--- config.mk ---
export PLATFORM = sky130hd
export DESIGN_NAME = sw_debounce_sync
export DESIGN_NICKNAME = d
export VERILOG_FILES = /design/src/rtl/sw_debounce_sync.sv
export SDC_FILE = /design/constraint.sdc
export NUM_CORES = 1
export LEC_CHECK = 0
export ABC_CLOCK_PERIOD_IN_PS = 2400
export BUFFER_PORTS_ARGS = -buffer_cell sky130_fd_sc_hd__buf_2
export CORE_UTILIZATION = 53
export CTS_CLUSTER_SIZE = 25
export DETAILED_ROUTE_END_ITERATION = 7
export GPL_TIMING_DRIVEN = 0
export PLACE_DENSITY_LB_ADDON = 0.12
export SLEW_MARGIN = 20
export SYNTH_ARGS = -nofsm -noshare
export SYNTH_HDL_FRONTEND = slang
export SYNTH_SLANG_ARGS = --single-unit
export TNS_END_PERCENT = 100
--- constraint.sdc ---
create_clock -name clk -period 2.4 [get_ports clk]
set_input_delay 0.48 -clock clk [delete_from_list [all_inputs] [get_ports clk]]
set_output_delay 0.48 -clock clk [all_outputs]
set_load 0.02 [all_outputs]
--- src/rtl/sw_debounce_sync.sv ---
// Switch conditioning ahead of the picomips core: 2-flop synchroniser on SW[9:0],
// debounce FSMs on SW8/SW9, edge pulses and an operand byte captured at the SW8 press.
module sw_debounce_sync #(
   parameter int n        = 8,
   parameter int DB_COUNT = 50000,
   parameter int CNT_W    = 16
) (
   input  logic          clk,
   input  logic          reset,
   input  logic [9:0]    SW_raw,
   output logic [9:0]    SW_clean,
   output logic          sw8_rise,
   output logic          sw8_fall,
   output logic          sw9_rise,
   output logic [n-1:0]  data_latched,
   output logic          data_valid
);

   typedef enum logic [1:0] {STABLE_LO, WAIT_HI, STABLE_HI, WAIT_LO} db_state_t;

   localparam logic [CNT_W-1:0] CNT_LAST = CNT_W'(DB_COUNT - 1);

   logic [9:0]   sync1_q;
   logic [9:0]   sync2_q;
   logic [1:0]   level;
   logic [1:0]   enter_hi;
   logic [1:0]   enter_lo;
   logic [1:0]   rise_q;
   logic         fall8_q;
   logic [n-1:0] data_latched_q, data_latched_d;
   logic         data_valid_q, data_valid_d;

   always_ff @(posedge clk or posedge reset) begin
      if (reset) begin
         sync1_q <= '0;
         sync2_q <= '0;
      end else begin
         sync1_q <= SW_raw;
         sync2_q <= sync1_q;
      end
   end

   // Index 0 debounces SW8, index 1 debounces SW9; both read only sync2.
   genvar gi;
   for (gi = 0; gi < 2; gi++) begin : g_db
      db_state_t        state_q;
      logic [CNT_W-1:0] cnt_q;
      logic             level_q;
      logic             in_s;
      logic             cnt_done;

      assign in_s         = sync2_q[8+gi];
      assign cnt_done     = (cnt_q == CNT_LAST);
      assign enter_hi[gi] = (state_q == WAIT_HI) && in_s && cnt_done;
      assign enter_lo[gi] = (state_q == WAIT_LO) && !in_s && cnt_done;
      assign level[gi]    = level_q;

      always_ff @(posedge clk or posedge reset) begin
         if (reset) begin
            state_q <= STABLE_LO;
            cnt_q   <= '0;
            level_q <= 1'b0;
         end else begin
            case (state_q)
               STABLE_LO: begin
                  if (in_s) begin
                     state_q <= WAIT_HI;
                     cnt_q   <= '0;
                  end
               end
               WAIT_HI: begin
                  if (!in_s) begin
                     state_q <= STABLE_LO;
                     cnt_q   <= '0;
                  end else if (enter_hi[gi]) begin
                     state_q <= STABLE_HI;
                     cnt_q   <= '0;
                     level_q <= 1'b1;
                  end else begin
                     cnt_q <= cnt_q + CNT_W'(1);
                  end
               end
               STABLE_HI: begin
                  if (!in_s) begin
                     state_q <= WAIT_LO;
                     cnt_q   <= '0;
                  end
               end
               WAIT_LO: begin
                  if (in_s) begin
                     state_q <= STABLE_HI;
                     cnt_q   <= '0;
                  end else if (enter_lo[gi]) begin
                     state_q <= STABLE_LO;
                     cnt_q   <= '0;
                     level_q <= 1'b0;
                  end else begin
                     cnt_q <= cnt_q + CNT_W'(1);
                  end
               end
               default: begin
                  state_q <= STABLE_LO;
                  cnt_q   <= '0;
                  level_q <= 1'b0;
               end
            endcase
         end
      end
   end

   // Operand is taken from sync2 as it stood before the acceptance edge.
   always_comb begin
      data_latched_d = data_latched_q;
      data_valid_d   = data_valid_q;
      if (enter_hi[0]) begin
         data_latched_d = sync2_q[n-1:0];
         data_valid_d   = 1'b1;
      end else if (enter_lo[0]) begin
         data_valid_d = 1'b0;
      end
   end

   always_ff @(posedge clk or posedge reset) begin
      if (reset) begin
         rise_q         <= '0;
         fall8_q        <= 1'b0;
         data_latched_q <= '0;
         data_valid_q   <= 1'b0;
      end else begin
         rise_q         <= enter_hi;
         fall8_q        <= enter_lo[0];
         data_latched_q <= data_latched_d;
         data_valid_q   <= data_valid_d;
      end
   end

   assign SW_clean     = {level, sync2_q[7:0]};
   assign sw8_rise     = rise_q[0];
   assign sw9_rise     = rise_q[1];
   assign sw8_fall     = fall8_q;
   assign data_latched = data_latched_q;
   assign data_valid   = data_valid_q;

endmodule

## Yosys cells after proc, flatten, opt, wreduce, memory -nomap -nowiden

Index checks and enable logic that the tools add are counted.

| word-level totals | value |
|---|---|
| register bits after elaboration | 70 |
| input bits | 12 |
| word-level logic and storage cells | 98 |
| output and inout bits | 22 |

| operators by class | value |
|---|---|
| add/subtract/negate cells | 2 |
| eq/ne operators | 24 |
| mux-type cells | 39 |
| reduce and logical (&&, ||, !) cells | 21 |

Operators by type and width:

| cell | number |
|---|---|
| 16-bit two-way mux | 12 |
| 16-bit case mux with 4 select lines | 2 |
| 16-bit by 1-bit adder with 16-bit output, second input constant | 2 |
| 16-bit equality test, second input constant | 2 |
| 2-bit two-way mux | 12 |
| 2-bit inequality test, second input constant | 12 |
| 2-bit case mux with 4 select lines | 2 |
| 3-bit inequality test, second input constant | 4 |
| 5-bit AND reduction | 2 |
| 1-bit two-way mux | 9 |
| 2-bit equality test, second input constant | 4 |
| 1-bit logical AND | 8 |
| 4-bit AND reduction | 2 |
| 2-bit nonzero test | 3 |
| 2-bit by 1-bit equality test with 1-bit output, second input constant | 2 |
| 2-bit zero test | 2 |
| 1-bit case mux with 2 select lines | 2 |
| 2-bit AND reduction | 2 |
| 1-bit zero test | 2 |

## Longest topological paths before layout

| depth | value |
|---|---|
| depth after elaboration | 6 |
| depth in mapped cells | 6 |
| mapped depth without buffers | 5 |

## Worst setup path after synthesis

Ideal clock, no wire load.

| timing | value |
|---|---|
| path type | flip-flop to flip-flop |
| start point | register g_db[1].cnt_q[4] |
| end point | register g_db[1].cnt_q[15] |
| setup slack | 594 ps |
| arrival | 1679 ps |
| path buffers | 1 |
| clock period less this slack | 1806 ps |
| required time | 2274 ps |
| library setup time | 126 ps |
| cell stages (with the launch flop) | 6 |
| path through | dfrtp_1 -> or4_4 -> nor4_4 -> buf_4 -> nor2_2 -> a221o_1 |

| between the ends | value |
|---|---|
| word-level cells in the longest chain between the ends | 5 |
| elaborated cells between the ends (all ways) | 9 |
| classes of those cells | add/sub (1); eq/ne (1); mux (5); reduce/logical (2) |

Ends and longest elaborated chain:

| what | line | source |
|---|---|---|
| from (decl) | 47 | `logic [CNT_W-1:0] cnt_q;` |
| from (signal assigned) | 80 | `cnt_q <= cnt_q + CNT_W'(1);` |
| from (signal assigned) | 98 | `cnt_q <= cnt_q + CNT_W'(1);` |
| branches (longest 4 deep; another with 16-bit by 1-bit adder with 16-bit output) | - |  |
| 16-bit case mux with 4 select lines * | 64 | `case (state_q)` |

Every way passes the cells marked *.
A chain may end at the register's enable or synchronous reset.

## Final worst setup path

| timing | value |
|---|---|
| start point | register g_db[0].cnt_q[0] |
| end point | register data_latched_q[0], in the netlist data_latched[0] |

| between the ends | value |
|---|---|
| word-level cells in the longest chain between the ends | 2 |

Ends and longest elaborated chain:

| what | line | source |
|---|---|---|
| from (decl) | 47 |  |
| from (signal assigned) | 80 |  |
| from (signal assigned) | 98 |  |
| 16-bit equality test | 53 | `assign cnt_done = (cnt_q == CNT_LAST);` |
| 1-bit logical AND | 54 | `assign enter_hi[gi] = (state_q == WAIT_HI) && in_s && cnt_done;` |
| to (signal assigned) | 132 | `data_latched_q <= data_latched_d;` |
| to (decl) | 30 | `logic [n-1:0] data_latched_q, data_latched_d;` |

No other way between the ends.

==> flow_summary.json <==
{
  "total_leakage_power_nw": 1.71,
  "path_cells": "ha_1 -> and3_1 -> and4_1 -> nand4b_1 -> mux2_2",
  "status": "finished clean",
  "stdcell_area_um2": 3730,
  "critical_path.startpoint_type": "flop",
  "min_period_ns": 2.13,
  "crit_family": "simple AND/OR/NAND/NOR gates",
  "drv_slew": 0,
  "synth.avg_cell_area_um2": 11.0,
  "cpPeakStageDelay_ns": 0.43,
  "required_ns": 2.61,
  "place.gp.congestion": 0.889,
  "finalSetupViolations": 0,
  "die_w_um": 80.6,
  "firstDrtPassIters": 5,
  "finalHoldViolations": 0,
  "path_clk_slew_ns": 0.08,
  "ys_ff_latch": 70,
  "slew_headroom_pct": 56.7,
  "wl_per_cell_um": 15.5,
  "worst_pin_slew_ns": 0.647,
  "cp.arrival_ns": 2.35,
  "synth_nets": 311,
  "yosys_warnings": 0,
  "post_cts_buffers": 0,
  "synth_flop_cell": "dfrtp_1",
  "drc": 0,
  "synth_area_um2": 3270,
  "syn_inst": 297,
  "power_density_nw_per_um2": 690,
  "n_antenna_cell": 0,
  "ctsResizeCount": 0,
  "antenna_found_initial": 0,
  "area_growth_pct": 14.1,
  "drtAntennaViolNets": 0,
  "synth_edf_count": 0,
  "routed_wirelength_mm": 6.55,
  "ctsLongestPathBuffers": 2,
  "overflow": 0,
  "wl_met3_um": 407,
  "ys_async_sr_fraction_pct": 100,
  "multi_input_area_um2": 1340,
  "layout_commonest_cell": "dfrtp_1",
  "yosysSeqAreaShare_pct": 53.6,
  "drtIter0Drc": 190,
  "synth_cell_types": 54,
  "fillers": 467,
  "clkLatencyLatePin_ns": 0.34,
  "final_cell_mix": "dfrtp_1 (70), buf_2 (39), nand2_1 (20)",
  "reg2reg_to": "data_latched[0]$_DFFE_PP0P_",
  "critical_path_buf_inv_count": 0,
  "r2r_slack_ns": 0.27,
  "place_area_um2": 3560,
  "cts-root-buf": "clkbuf_8",
  "grt_pass1_wl_mm": 10.9,
  "grt_pass1_vias": 2280,
  "cpMaxStageDelayCell": "mux2_2",
  "grt_max_degree": 58,
  "max_freq_ghz": 0.469,
  "start_util_pct": 55.2,
  "dpl.hpwl_mm": 4.55,
  "post-route-period-util_pct": 88.9,
  "portBuffers": 33,
  "rr_worst_depth": 5,
  "core_um2": 5920,
  "highest_layer": "met4",
  "total_power_mw": 2.58,
  "seq_area_um2": 1750,
  "finClkSkew_ns": 0.0100,
  "cts_buffers": 9,
  "tns_ns": 0,
  "wl_met2_mm": 2.75,
  "ir_drop_mv": 0.366,
  "holdBufCountCts": 0,
  "fin_util_pct": 63.0,
  "critical_path.endpoint_type": "flop",
  "reg2reg_from": "g_db[0].cnt_q[0]$_DFFE_PP0P_",
  "whs_ns": 0.0536,
  "via_count": 2523,
  "cts_tree": "built",
  "cts_max_level": 3,
  "rows": 28,
  "worstSetupPathType": "flop to flop",
  "vias_per_cell": 5.98,
  "cts.sinks": 70,
  "ios": 34,
  "final_layout_size_suffix_gt1_share_pct": 24.5,
  "die-area_um2": 6490,
  "layout.nets": 356,
  "track_usage_pct": 22.3,
  "die_h_um": 80.6,
  "rsz0062_at_grt": "false",
  "maxCapViolations": 0,
  "met1_length_mm": 3.27,
  "hold_class": "primary input to asynchronous set/reset pin",
  "crit_fanout": 8
}
## registers in the layout, summed over array words and instances (netlist names), named ones only
name	flops
data_latched	8
data_valid	1
g_db.cnt_q	32
g_db.level_q	2
g_db.state_q	2
rise_q	2
sw8_fall	1
sync1_q	10
sync2_q	10
## cells in the mapped netlist (all sizes together) (4+ instances only)
master | count | area share (%)
a21o | 6 | 1.4
a21oi | 4 | 0.61
a22o | 6 | 1.6
a31oi | 11 | 2.1
and3 | 5 | 0.96
and4 | 6 | 1.6
buf | 17 | 3.4
clkbuf | 8 | 0.92
dfrtp | 70 | 54
inv | 9 | 1.0
mux2 | 9 | 3.1
nand2 | 20 | 2.3
nand3 | 11 | 1.7
nand4 | 10 | 1.9
nor2 | 8 | 0.99
nor3 | 7 | 1.1
nor3b | 4 | 0.92
nor4 | 10 | 2.4
o211ai | 4 | 0.92
o21ai | 12 | 1.8
o31ai | 5 | 1.1
or4 | 6 | 1.5
## layer usage
metal,up-vias,track usage (%)
li1,1212,-
met3,14,3.52
met4,0,9.29
met1,1192,33.1
met5,-,0
met2,105,31.9
## kinds of logic after synthesis
| group | share of synthesized area, % |
|---|---|
| multiplexers | 3.40 |
| AO/OA/AOI/OAI | 14.8 |
| flip-flops | 53.6 |
| AND/OR/NAND/NOR | 20.5 |
| buffers and inverters | 5.39 |
| XOR/XNOR | 1.61 |
| adder cells (fa/ha/maj) | 0.765 |
## worst max path at each step
stage	slack, ns	cells past startpoint	end	start
6_report	0.27	5	data_latched[0]$_DFFE_PP0P_	g_db[0].cnt_q[0]$_DFFE_PP0P_
5_1_grt	0.16	5	data_latched[6]$_DFFE_PP0P_	g_db[0].cnt_q[0]$_DFFE_PP0P_
4_1_cts	0.25	5	data_latched[0]$_DFFE_PP0P_	g_db[0].cnt_q[0]$_DFFE_PP0P_
3_5_place_dp	0.27	5	data_latched[0]$_DFFE_PP0P_	g_db[0].cnt_q[0]$_DFFE_PP0P_
3_3_place_gp	-0.62	2	g_db[0].cnt_q[6]$_DFFE_PP0P_	reset
2_1_floorplan	0.15	1	asynchronous set/reset pin	reset
## metrics by stage
step | setup WS (ns) | cells
floorplan | 0.152 | 297
global placement | -0.624 | 405
detailed placement | 0.267 | 406
CTS | 0.249 | 422
global route | 0.155 | 422
finish | 0.267 | 422
## power breakdown
| group | internal [mW] | total [mW] | switching, mW |
|---|---|---|---|
| sequential | 1.23 | 1.27 | 0.0394 |
| clock | 0.374 | 0.826 | 0.453 |
| combinational | 0.173 | 0.475 | 0.302 |
## final cells by class
| cell class | instances | area share [%] |
|---|---|---|
| plain buffers | 25 | 3.82 |
| repair buffers | 34 | 5.16 |
| clock buffers | 9 | 3.32 |
| flip-flops and latches | 70 | 46.9 |
| well taps | 75 | 2.51 |
| multi-input cells | 193 | 36.0 |
| clock inverters | 7 | 1.31 |
| inverters | 9 | 0.972 |
No activity file was read; power rests on OpenSTA's default activity.
